[config.mk]
export PLATFORM = sky130hd
export DESIGN_NAME = ext_int_arbiter
export DESIGN_NICKNAME = d
export VERILOG_FILES = /design/src/rtl/ext_int_arbiter.sv
export SDC_FILE = /design/constraint.sdc
export NUM_CORES = 1
export LEC_CHECK = 0
export CORE_ASPECT_RATIO = 1.75
export CORE_MARGIN = 4
export CORE_UTILIZATION = 51
export CTS_BUF_LIST = sky130_fd_sc_hd__clkbuf_16
export DETAILED_ROUTE_END_ITERATION = 12
export PLACE_DENSITY_LB_ADDON = 0.2
export SYNTH_ARGS = -nofsm -noshare
export SYNTH_HDL_FRONTEND = slang
export SYNTH_SLANG_ARGS = --single-unit
[constraint.sdc]
create_clock -name clk -period 3.7 [get_ports clk]
set_input_delay 0.74 -clock clk [delete_from_list [all_inputs] [get_ports clk]]
set_output_delay 0.74 -clock clk [all_outputs]
set_load 0.005 [all_outputs]
[src/rtl/ext_int_arbiter.sv]
// ---------------------------------------------------------------------------
// ext_int_arbiter
//
// Priority arbiter between the external interrupt sources and the core.
// Each source has an enable bit and a PRIO_W-bit priority. A global
// threshold gates the request. A claim/complete handshake on the peripheral
// bus marks sources in service. A sequential scanner looks at one source per
// cycle. The winner of a sweep drives ext_int_trigger.
//
// Register map (byte addresses, 32-bit words):
//   0x00 PENDING  RO  int_pend & ~insvc
//   0x04 ENABLE   RW  per-source enable
//   0x08 PRIO     RW  source i at bits [i*PRIO_W +: PRIO_W]
//   0x0C THRESH   RW  low PRIO_W bits
//   0x10 CLAIM    read = claim (id+1 or 0), write = complete (id+1)
//
// Ports:
//   clk             clock
//   rst             synchronous reset, active-high
//   int_pend        level-sensitive pending flag per source
//   ext_int_trigger interrupt request to the core (combinational)
//   addr            bus byte address
//   w_rb            1 = write, 0 = read
//   acc             access size; only BUS_ACC_4B is legal
//   rdata           registered read data
//   wdata           write data
//   req             bus request, one-cycle pulse per access
//   resp            access done, one cycle after a legal req
//   fault           combinational, req & invalid access
// ---------------------------------------------------------------------------
module ext_int_arbiter #(
  parameter int                       SRC_NUM       = 8,
  parameter int                       PRIO_W        = 2,
  parameter int                       VA_WIDTH      = 5,
  parameter int                       BUS_ACC_WIDTH = 2,
  parameter logic [BUS_ACC_WIDTH-1:0] BUS_ACC_4B    = BUS_ACC_WIDTH'(2)
) (
  input  logic                     clk,
  input  logic                     rst,
  input  logic [SRC_NUM-1:0]       int_pend,
  output logic                     ext_int_trigger,
  input  logic [VA_WIDTH-1:0]      addr,
  input  logic                     w_rb,
  input  logic [BUS_ACC_WIDTH-1:0] acc,
  output logic [31:0]              rdata,
  input  logic [31:0]              wdata,
  input  logic                     req,
  output logic                     resp,
  output logic                     fault
);

  localparam int IDX_W = (SRC_NUM > 1) ? $clog2(SRC_NUM) : 1;
  localparam int PW    = SRC_NUM * PRIO_W;
  localparam int WW    = VA_WIDTH - 2;

  localparam logic [WW-1:0] W_PENDING = WW'(0);
  localparam logic [WW-1:0] W_ENABLE  = WW'(1);
  localparam logic [WW-1:0] W_PRIO    = WW'(2);
  localparam logic [WW-1:0] W_THRESH  = WW'(3);
  localparam logic [WW-1:0] W_CLAIM   = WW'(4);

  typedef enum logic [1:0] {
    S_IDLE,
    S_SCAN,
    S_COMMIT
  } state_e;

  // Programmable state
  logic [SRC_NUM-1:0] enable_q;
  logic [PW-1:0]      prio_q;
  logic [PRIO_W-1:0]  thresh_q;
  logic [SRC_NUM-1:0] insvc_q, insvc_d;
  logic [31:0]        rdata_q, rdata_d;
  logic               resp_q;

  // Scanner state
  state_e             state_q;
  logic [IDX_W-1:0]   idx_q;
  logic [IDX_W-1:0]   best_id_q;
  logic [PRIO_W-1:0]  best_prio_q;
  logic [IDX_W-1:0]   res_id_q;
  logic [PRIO_W-1:0]  res_prio_q;
  logic               res_vld_q;

  // -------------------------------------------------------------------------
  // Bus decode
  // -------------------------------------------------------------------------
  logic [WW-1:0] word;
  logic          invalid, legal;
  logic          wr_enable, wr_prio, wr_thresh, claim_rd, complete_wr;
  logic          cmpl_ok;

  assign word    = addr[VA_WIDTH-1:2];
  assign invalid = (acc != BUS_ACC_4B) || (addr > VA_WIDTH'(16)) ||
                   (w_rb && (word == W_PENDING));
  assign legal   = req & ~invalid;
  assign fault   = req & invalid;

  assign wr_enable   = legal &  w_rb & (word == W_ENABLE);
  assign wr_prio     = legal &  w_rb & (word == W_PRIO);
  assign wr_thresh   = legal &  w_rb & (word == W_THRESH);
  assign complete_wr = legal &  w_rb & (word == W_CLAIM);
  assign claim_rd    = legal & ~w_rb & (word == W_CLAIM);

  // Complete ids outside 1..SRC_NUM are dropped without a fault.
  assign cmpl_ok = (wdata >= 32'd1) && (wdata <= 32'(SRC_NUM));

  // -------------------------------------------------------------------------
  // Eligibility and trigger
  // -------------------------------------------------------------------------
  logic [SRC_NUM-1:0] elig;
  logic               any_elig;
  logic [PRIO_W-1:0]  cur_prio;
  logic               restart;

  assign elig     = int_pend & enable_q & ~insvc_q;
  assign any_elig = |elig;
  assign cur_prio = prio_q[idx_q*PRIO_W +: PRIO_W];

  // The elig term masks a result that went stale because its source dropped
  // or was claimed after the sweep examined it.
  assign ext_int_trigger = res_vld_q && (res_prio_q > thresh_q) && elig[res_id_q];

  // Anything that can change the winner, or takes the current one, restarts
  // the sweep from source 0.
  assign restart = wr_enable | wr_prio | claim_rd;

  // -------------------------------------------------------------------------
  // Next-state for in-service vector and read data
  // -------------------------------------------------------------------------
  // NOTE: every signal assigned in an always_comb gets a default first, so no
  // path leaves it unassigned and no latch is inferred.
  always_comb begin
    insvc_d = insvc_q;
    if (claim_rd && ext_int_trigger) insvc_d[res_id_q] = 1'b1;
    // For a power-of-two SRC_NUM, id SRC_NUM has zero low bits and wraps to
    // SRC_NUM-1 after the decrement, which is the intended index.
    if (complete_wr && cmpl_ok) insvc_d[wdata[IDX_W-1:0] - 1'b1] = 1'b0;
  end

  always_comb begin
    rdata_d = '0;
    case (word)
      W_PENDING: rdata_d = 32'(int_pend & ~insvc_q);
      W_ENABLE:  rdata_d = 32'(enable_q);
      W_PRIO:    rdata_d = 32'(prio_q);
      W_THRESH:  rdata_d = 32'(thresh_q);
      W_CLAIM:   rdata_d = ext_int_trigger ? (32'(res_id_q) + 32'd1) : 32'd0;
      default:   rdata_d = '0;
    endcase
  end

  // -------------------------------------------------------------------------
  // Bus-visible registers
  // -------------------------------------------------------------------------
  // NOTE: sequential state is written with non-blocking assignments so every
  // flop samples the pre-edge values regardless of block ordering.
  always_ff @(posedge clk) begin
    if (rst) begin
      enable_q <= '0;
      prio_q   <= '0;
      thresh_q <= '0;
      insvc_q  <= '0;
      rdata_q  <= '0;
      resp_q   <= 1'b0;
    end else begin
      resp_q  <= legal;
      insvc_q <= insvc_d;
      if (legal && !w_rb) rdata_q  <= rdata_d;
      if (wr_enable)      enable_q <= wdata[SRC_NUM-1:0];
      if (wr_prio)        prio_q   <= wdata[PW-1:0];
      if (wr_thresh)      thresh_q <= wdata[PRIO_W-1:0];
    end
  end

  assign rdata = rdata_q;
  assign resp  = resp_q;

  // -------------------------------------------------------------------------
  // Scanner FSM: one source per cycle, then a commit cycle.
  // -------------------------------------------------------------------------
  always_ff @(posedge clk) begin
    if (rst) begin
      state_q     <= S_IDLE;
      idx_q       <= '0;
      best_id_q   <= '0;
      best_prio_q <= '0;
      res_id_q    <= '0;
      res_prio_q  <= '0;
      res_vld_q   <= 1'b0;
    end else if (restart) begin
      // Restart wins over a COMMIT in the same cycle.
      res_vld_q   <= 1'b0;
      idx_q       <= '0;
      best_id_q   <= '0;
      best_prio_q <= '0;
      state_q     <= any_elig ? S_SCAN : S_IDLE;
    end else begin
      case (state_q)
        S_IDLE: begin
          res_vld_q <= 1'b0;
          if (any_elig) begin
            idx_q       <= '0;
            best_id_q   <= '0;
            best_prio_q <= '0;
            state_q     <= S_SCAN;
          end
        end
        S_SCAN: begin
          // Strict compare keeps the lowest index on a priority tie.
          if (elig[idx_q] && (cur_prio > best_prio_q)) begin
            best_id_q   <= idx_q;
            best_prio_q <= cur_prio;
          end
          if (idx_q == IDX_W'(SRC_NUM - 1)) begin
            state_q <= S_COMMIT;
          end else begin
            idx_q <= idx_q + 1'b1;
          end
        end
        S_COMMIT: begin
          res_id_q    <= best_id_q;
          res_prio_q  <= best_prio_q;
          res_vld_q   <= (best_prio_q != '0);
          idx_q       <= '0;
          best_id_q   <= '0;
          best_prio_q <= '0;
          state_q     <= any_elig ? S_SCAN : S_IDLE;
        end
        default: state_q <= S_IDLE;
      endcase
    end
  end

endmodule
==> run summary, run 1 <==
Worst Tran Pin Value: 0.925 ns
die height: 123 um
total routed wirelength: 11.0 mm
Post-Route Hold Slack: 0.448 ns
Synth Cell Area: 0.00387 sq mm
Die Area: 0.00910 sq mm
# diodes: 0
I/O pin count: 86
area grow syn2layout: 26.7%
Worst VDD drop: 0.333 mV
TritonCTS clock tree: done
worst path required time: 2.96 ns
FP Rows: 41
initial core utilization: 53.1%
TritonRoute pass-1 iters: 4
fin. max-slew vios: 0
syn_area_per_cell: 8.22 sq um
first-pass GRT wire length: 17.1 mm
Post-DP HPWL: 8.35 mm
main combinational cell family by area after synthesis: simple AND/OR/NAND/NOR gates
TritonCTS buffer count: 9
Tot Pwr: 0.00175 W
WL per Instance: 17.5 um
leading area contributor after synthesis: dfxtp_1
critical path class: primary input to primary output
PortBufs: 69
slew margin rel.: 37.7%
post-synthesis xor/xnor area fraction: 0.905%
initial antenna violation count: 0
PD cells: 356 mW/mm^2
CP peak stage delay: 0.56 ns
H-tree level count: 3
EDFF count, synth: 0
clock sink count: 67
Filler cells: 628
synth warn: 0
crit path from: int_pend[7]
#FFs+latches synth: 67
clock transition at the registers of the reported paths: 0.06 ns
Clock Path Buffers: 2
Setup-failing EPs final: 0
vias in the first global route: 3,613
post-synthesis cell type count: 55
synthesized instance count: 471
Vias/cell: 5.98
nets: 596
worst skew pair latency: 0.34 ns
largest net degree at the start of global routing: 37
top cells by area, synth: dfxtp_1 (35%), mux2i_1 (5.4%), a21oi_1 (5.3%)
r2r startpoint: idx_q[1]
Seq/Total Area, Yosys: 34.6%
Hold Startpoint: rdata[8]
post-synthesis mux area share: 8.34%
Hold-fix buffers, CTS: 0
Hold Violations, Final: 0
Overall Global Routing Usage: 24.9%
post-CTS resize count: 0
Worst Path Arrival: 2.75 ns
core area: 0.00728 sq mm
Yosys top cell area share: 34.6%
Worst Hold Class: flip-flop to flip-flop
complex-gate fraction of the synthesized area: 17.8%
Max FO, Critical Path: 2
Via Count: 3,743
Simple-Gate Fraction of Synth Area: 26.4%
slowest CP cell: clkdlybuf4s50_1
most used cell, CP: clkdlybuf4s50_1
Crit. End Element: primary output
f_max: 0.287 GHz
Clock Skews: 0.00719 ns
TNS Setup: 0 ns
Synth Area in Adders: 3.23%
max_cap viols: 0
Detail Route Antenna Nets: 0
final worst path period share: 94.2%
RD Place Congestion: 1.00
setup bufs post-CTS: 0
Post-synth top flop: dfxtp_1
status: finished clean
RSZ-0062 raised after global routing: false
Leak: 1.69 nW
worst path cell trace: clkdlybuf4s50_1 > nand3b_1 > mux4_2 > nand2_1 > nor4b_1 > clkdlybuf4s50_1
Die W: 73.9 um
root buffer cell: clkbuf_16
ys async rst share: 0%
# DRC: 0
Tmin final: 3.49 ns
grt ovf: 0
layout cells sized above 1: 8.70%
multi-input logic area: 0.00225 sq mm
Setup crit start kind: primary input
register area: 0.00134 sq mm
Iteration-0 DRC Markers: 292
==> synth_stat cells (2+ instances only) <==
cell / n
and3_1: 3
mux2i_1: 21
o211ai_1: 6
xor2_1: 2
nor2_1: 27
or2_2: 3
o31ai_1: 2
a41oi_1: 2
nor3_1: 13
ha_1: 10
a21boi_0: 2
o221a_2: 2
a2bb2oi_1: 2
nand3b_1: 10
clkbuf_1: 27
o41ai_1: 4
xnor2_1: 2
a211oi_1: 13
buf_4: 17
nand2_1: 54
o21ai_0: 7
nor2b_1: 4
nor3b_1: 16
buf_2: 5
and3b_1: 2
nand4_1: 17
a2111oi_0: 5
nor4_1: 9
nand3_1: 20
mux4_2: 5
nor4b_1: 2
a21oi_1: 41
dfxtp_1: 67
nand2b_1: 7
and2_1: 3
inv_1: 20
==> per-layer routing <==
| metal | wire length, um | up-vias | GRT usage, % |
|---|---|---|---|
| met5 | 0 | - | 0 |
| met4 | 357 | 0 | 12.1 |
| met3 | 621 | 24 | 5.13 |
| met2 | 5780 | 145 | 44.9 |
| met1 | 4190 | 1763 | 26.8 |
| li1 | - | 1811 | - |
==> layout by cell type (no fill, tap or decap), types with 16 or more instances in the layout <==
cell,count
a21oi_1,41
buf_4,18
clkdlybuf4s50_1,68
conb_1,16
dfxtp_1,67
inv_1,20
mux2i_1,21
nand2_1,54
nand3_1,20
nand4_1,17
nor2_1,27
nor3b_1,16
==> through the flow <==
stage | util, % | instance area [sq um] | worst slack (ns) | cells
2_1_floorplan | - | 3930 | 0.926 | 486
3_3_place_gp | 63.2 | 4600 | 0.215 | 610
3_5_place_dp | 63.2 | 4600 | 0.195 | 610
4_1_cts | 67.3 | 4900 | 0.199 | 626
5_1_grt | 67.3 | 4900 | 0.0892 | 626
6_report | 67.3 | 4900 | 0.215 | 626
==> state kept, by name, summed over array words and instances (netlist names) <==
name	flops
best_id_q	3
best_prio_q	2
enable_q	8
idx_q	3
insvc_q	8
prio_q	16
rdata	16
res_id_q	3
res_prio_q	2
res_vld_q	1
resp	1
state_q	2
thresh_q	2
==> where the power goes <==
part | leakage [nW] | switching, W | internal [W]
clock network | 0.142 | 0.000337 | 0.000524
logic | 1.01 | 0.0000771 | 0.0000805
registers | 0.540 | 0.00000253 | 0.000725
total | 1.69 | 0.000417 | 0.00133
==> worst paths after layout <==
path,end,slack (ns),cells after the start
worst max-delay path,ext_int_trigger,0.21,6
worst min-delay path,rdata[8],0.45,2
worst max register to register,best_prio_q[1],0.68,9
worst min register to register,rdata[8],0.45,2
==> worst max-delay path, delay by kind of cell <==
kind | cells | cell delay [ns]
buf+inv | 2 | 1.06
mux | 1 | 0.48
simple gates | 3 | 0.47
==> cell type report <==
cell class / instances / area share [%]
clock buffers: 9 / 4.59
clock inverters: 7 / 1.56
inverters: 21 / 1.61
multi-input cells: 349 / 46.0
flip-flops and latches: 67 / 27.4
well taps: 86 / 2.19
repair buffers: 87 / 16.7
==> kinds of logic (layout without fill, tap and decap cells) <==
group           after synthesis  in the layout
mux                          26             26
flops                        67             67
xor+xnor                      4              4
buf+inv                      70            124
compound gates               99             99
simple gates                194            194
other cells                   1             16
fa+ha+maj                    10             10
(Power assumes the default switching activity.)
==> run 2: changes to the inputs <==
- CELL_PAD_IN_SITES_DETAIL_PLACEMENT: not set -> 1
- CELL_PAD_IN_SITES_GLOBAL_PLACEMENT: not set -> 1
- CORE_UTILIZATION: 51 -> 37
- CTS_CLUSTER_SIZE: not set -> 40
- clock period: 3.7 -> 4 ns (I/O delays scaled with it)
==> run summary, run 2 (synthesized netlist as in run 1, its figures left out) <==
FP Rows: 49 (+20%)
root buffer cell: clkbuf_16
Worst Tran Pin Value: 1.02 ns (+0.0921 ns)
die height: 143 um (+16%)
utilization after layout: 48.0% (-19 points)
Filler cells: 1,253 (+100%)
Detail Route Antenna Nets: 0 (unchanged)
RSZ-0062 raised after global routing: false
placed cells: 649 (+6.4%)
vias in the first global route: 3,873 (+7.2%)
Worst Path Arrival: 2.87 ns (+0.12 ns)
Vias/cell: 5.58 (-6.7%)
f_max: 0.273 GHz
Setup-failing EPs final: 0 (unchanged)
Leak: 1.69 nW (about the same)
max_cap viols: 0 (unchanged)
fin. max-slew vios: 0 (unchanged)
Via Count: 3,705 (-1.0%)
Hold Path Depth: 2 (unchanged)
Clock Skews: 0.00448 ns (-0.00270 ns)
Post-DP HPWL: 9.97 mm (+19%)
worst path required time: 3.20 ns (+0.24 ns)
Overall Global Routing Usage: 21.4% (-3.5 points)
Iteration-0 DRC Markers: 99 (-66%)
commonest non-fill, non-tap cell in the layout: clkdlybuf4s50_1
core area: 0.0102 sq mm (+41%)
slew margin rel.: 31.6% (-6.2 points)
Setup crit start kind: primary input
worst skew pair latency: 0.33 ns (about the same)
PD cells: 322 mW/mm^2 (-9.6%)
first-pass GRT wire length: 20.3 mm (+18%)
Worst VDD drop: 0.221 mV (-34%)
PortBufs: 69 (unchanged)
Die Area: 0.0122 sq mm (+34%)
grt ovf: 0 (unchanged)
TritonRoute pass-1 iters: 4 (unchanged)
initial core utilization: 37.8% (-15 points)
setup bufs post-CTS: 0 (unchanged)
Die W: 85.3 um (+16%)
H-tree level count: 3 (unchanged)
largest net degree at the start of global routing: 31 (-16%)
# DRC: 0 (unchanged)
Tmin final: 3.67 ns
RD Place Congestion: 0.863 (-14%)
clock sink count: 67 (unchanged)
flop2flop setup slack: 0.85 ns (+0.17 ns)
TritonCTS buffer count: 9 (unchanged)
layout cells sized above 1: 7.82% (-0.88 points)
I/O pin count: 86 (unchanged)
WL per Instance: 19.2 um (+9.9%)
r2r startpoint: idx_q[1]
TritonCTS clock tree: done
status: finished clean
Finished Layout Cells: 664 (+6.1%)
FF-to-FF path depth: 9 (unchanged)
# diodes: 0 (unchanged)
Worst Setup EP: ext_int_trigger
Worst Hold Class: flip-flop to flip-flop
nets: 594 (-0.34%)
Post-Route Hold Slack: 0.455 ns (+0.00748 ns)
Critical R2R Capture: best_id_q[2]
final worst path period share: 91.7%
post-CTS resize count: 0 (unchanged)
critical path class: primary input to primary output
Hold Violations, Final: 0 (unchanged)
clock transition at the registers of the reported paths: 0.06 ns (about the same)
TNS Setup: 0 ns (unchanged)
commonest non-fill, non-tap cells in the layout: clkdlybuf4s50_1 (68), dfxtp_1 (67), nand2_1 (54)
Crit. End Element: primary output
initial antenna violation count: 0 (unchanged)
Clock Path Buffers: 2 (unchanged)
area grow syn2layout: 27.0%
Max FO, Critical Path: 3 (+1)
crit path from: int_pend[7]
Hold-fix buffers, CTS: 0 (unchanged)
total routed wirelength: 12.8 mm (+17%)
[run 2: cell count changes in the layout (fill, tap and decap cells not counted)]
cell / delta
inv_1: +3
buf_4: -2
clkinv_4: -2
clkinvlp_4: -2
clkinv_2: +1
inv_6: -1
nor2b_1: -1
nor2b_2: +1
[run 2: where the power goes]
group | internal [W] | switching (W) | leakage, nW
Clock | 0.000470 | 0.000290 | 0.149
Sequential | 0.000670 | 0.00000224 | 0.540
Combinational | 0.0000750 | 0.0000754 | 1.00
Total | 0.00122 | 0.000368 | 1.69
[run 2: final cells by class]
cell class / count / area [sq um] / area share [%]
Clock buffer: 9 / 225 / 4.58
Clock inverter: 6 / 51.3 / 1.04
Inverter: 21 / 78.8 / 1.60
Multi-Input combinational cell: 349 / 2260 / 45.9
Sequential cell: 67 / 1340 / 27.3
Tap cell: 127 / 159 / 3.23
Timing Repair Buffer: 85 / 806 / 16.4
[run 2: per-layer routing]
layer	GRT usage, %	vias to the layer above	share of wire [%]
li1	-	1800	-
met3	3.67	28	3.2
met4	8.59	0	3.0
met2	40.5	79	56
met5	0	-	0
met1	23.2	1798	38
[run 2: critical path, cell delays in order]
cell and delay [ns]:
clkdlybuf4s50_1 0.50, nand3b_1 0.16, mux4_2 0.50, nand2_1 0.09
nor4b_1 0.25, clkdlybuf4s50_1 0.56
[run 2: how the worst min path moves through the flow]
| stage | startpoint | endpoint | slack [ns] |
|---|---|---|---|
| floorplan | insvc_q[3] | insvc_q[3] | 0.43 |
| global placement | rdata[9] | rdata[9] | 0.44 |
| detailed placement | rdata[11] | rdata[11] | 0.45 |
| CTS | rdata[11] | rdata[11] | 0.46 |
| global route | rdata[9] | rdata[9] | 0.48 |
| finish | rdata[12] | rdata[12] | 0.46 |
[run 2: per-stage QoR]
step | setup WS (ns) | instance area (sq um) | power (W)
floorplan | 1.17 | 3930 | 0.000762
global placement | 0.322 | 4640 | 0.000835
detailed placement | 0.321 | 4640 | 0.000837
CTS | 0.319 | 4920 | 0.00159
global route | 0.179 | 4920 | 0.00164
finish | 0.333 | 4920 | 0.00158
==> run 3: changes to the inputs <==
- CORE_MARGIN: 4 -> 2
==> run summary, run 3 (synthesized netlist as in run 1, its figures left out) <==
status: finished clean
combinational share of power: 9.5% (about the same)
PortBufs: 69 (unchanged)
die height: 139 um (-2.8%)
Via Count: 3,747 (+1.1%)
post-CTS resize count: 0 (unchanged)
worst path cell trace: clkdlybuf4s50_1 > nand3b_1 > mux4_2 > nand2_1 > nor4b_1 > clkdlybuf4s50_1
RD Place Congestion: 0.811 (-6.0%)
Hold-fix buffers, CTS: 0 (unchanged)
part of the power in registers: 41.9% (-0.6 points)
WL per Instance: 19.7 um (+2.2%)
clock sink count: 67 (unchanged)
Setup crit start kind: primary input
TNS Setup: 0 ns (unchanged)
clock transition at the registers of the reported paths: 0.06 ns (about the same)
Clock Skews: 0.0129 ns (+0.00840 ns)
FP Rows: 49 (unchanged)
Detail Route Antenna Nets: 0 (unchanged)
Post-DP HPWL: 9.91 mm (-0.60%)
Overall Global Routing Usage: 24.2% (+2.8 points)
f_max: 0.269 GHz (-1.4%)
Leak: 1.69 nW (-0.30%)
Worst Hold Class: flip-flop to flip-flop
fin. max-slew vios: 0 (unchanged)
CP peak stage delay: 0.57 ns (about the same)
I/O pin count: 86 (unchanged)
Crit. End Element: primary output
H-tree level count: 3 (unchanged)
Tot Pwr: 0.00160 W (+1.3%)
total routed wirelength: 13.1 mm (+2.4%)
commonest non-fill, non-tap cell in the layout: clkdlybuf4s50_1
TritonCTS buffer count: 9 (unchanged)
commonest non-fill, non-tap cells in the layout: clkdlybuf4s50_1 (68), dfxtp_1 (67), nand2_1 (54)
Die Area: 0.0113 sq mm (-7.3%)
nets: 594 (unchanged)
Internal: 0.00122 W (+0.38%)
initial antenna violation count: 0 (unchanged)
slew margin rel.: 25.7% (-5.9 points)
Clock Path Buffers: 2 (unchanged)
Max FO, Critical Path: 3 (unchanged)
# DRC: 0 (unchanged)
final worst path period share: 93.0% (+1.3 points)
Iteration-0 DRC Markers: 187 (+89%)
slowest CP cell: clkdlybuf4s50_1
worst path required time: 3.20 ns (about the same)
initial core utilization: 37.8% (unchanged)
vias in the first global route: 3,905 (+0.83%)
Psw: 0.000384 W (+4.4%)
Tmin final: 3.72 ns (+0.0523 ns)
placed cells: 649 (unchanged)
setup bufs post-CTS: 0 (unchanged)
Worst Tran Pin Value: 1.10 ns (+0.0871 ns)
grt ovf: 0 (unchanged)
Worst Path Arrival: 2.92 ns (+0.05 ns)
Post-Route Hold Slack: 0.456 ns (+0.000191 ns)
RSZ-0062 raised after global routing: false
first-pass GRT wire length: 20.9 mm (+2.6%)
Vias/cell: 5.63 (+0.98%)
critical path class: primary input to primary output
TritonCTS clock tree: done
core area: 0.0102 sq mm (unchanged)
Die W: 81.3 um (-4.7%)
area grow syn2layout: 27.2%
TritonRoute pass-1 iters: 4 (unchanged)
max_cap viols: 0 (unchanged)
root buffer cell: clkbuf_16
Clock power frac: 48.6% (+0.6 points)
switching share of total power: 23.9% (+0.70 points)
Setup-failing EPs final: 0 (unchanged)
design area: 0.00493 sq mm (+0.18%)
worst skew pair latency: 0.34 ns (about the same)
layout cells sized above 1: 8.18% (+0.36 points)
PD cells: 325 mW/mm^2 (+1.1%)
Hold Violations, Final: 0 (unchanged)
placed cell areas: 0.00464 sq mm (unchanged)
Finished Layout Cells: 665 (+0.15%)
largest net degree at the start of global routing: 40 (+29%)
# diodes: 0 (unchanged)
Worst VDD drop: 0.219 mV (-1.1%)
most used cell, CP: clkdlybuf4s50_1
run 3: cell count changes in the layout (fill, tap and decap cells not counted), sizes merged:
cell / previous run / this run
clkinvlp: 0 / 1
inv: 23 / 21
clkinv: 3 / 5
run 3: final timing paths:
check,start,endpoint,slack [ns],cells after the start
worst max-delay path,int_pend[7],ext_int_trigger,0.28,6
worst min-delay path,rdata[10],rdata[10],0.46,2
worst max register to register,idx_q[1],best_prio_q[1],0.74,9
worst min register to register,rdata[10],rdata[10],0.46,2
run 3: final cells by class:
class,instances,area [sq um]
tap,127,159
clock buffer,9,225
fill,1250,5310
timing repair buffer,85,806
multi-input combinational,349,2260
inverter,21,78.8
sequential,67,1340
clock inverter,7,60.1
run 3: power groups by stage:
stage / sequential [W] / clock [W] / combinational, W
finish: 0.000673 / 0.000778 / 0.000152
detailed placement: 0.000687 / 0 / 0.000151
CTS: 0.000672 / 0.000792 / 0.000152
global placement: 0.000687 / 0 / 0.000148
floorplan: 0.000687 / 0 / 0.0000753
global route: 0.000673 / 0.000815 / 0.000164
run 3: worst max-delay path: cells and delay by family:
kind / cells / cell delay (ns)
and+or+nand+nor: 3 / 0.56
muxes: 1 / 0.49
buffers and inverters: 2 / 1.08
run 3: per-stage QoR:
| step | util, % | setup slack (ns) |
|---|---|---|
| after CTS | 48.1 | 0.299 |
| after global placement | 45.3 | 0.318 |
| after floorplan | - | 1.17 |
| final | 48.1 | 0.281 |
| after global routing | 48.1 | 0.146 |
| after detailed placement | 45.3 | 0.301 |
run 3: routing by layer:
metal / share of wire (%) / wire length [um] / up-vias / GRT usage (%)
li1: - / - / 1803 / -
met1: 38 / 4980 / 1830 / 25.5
met2: 57 / 7410 / 93 / 45.7
met3: 2.7 / 359 / 21 / 4.15
met4: 2.5 / 328 / 0 / 9.28
met5: 0 / 0 / - / 0
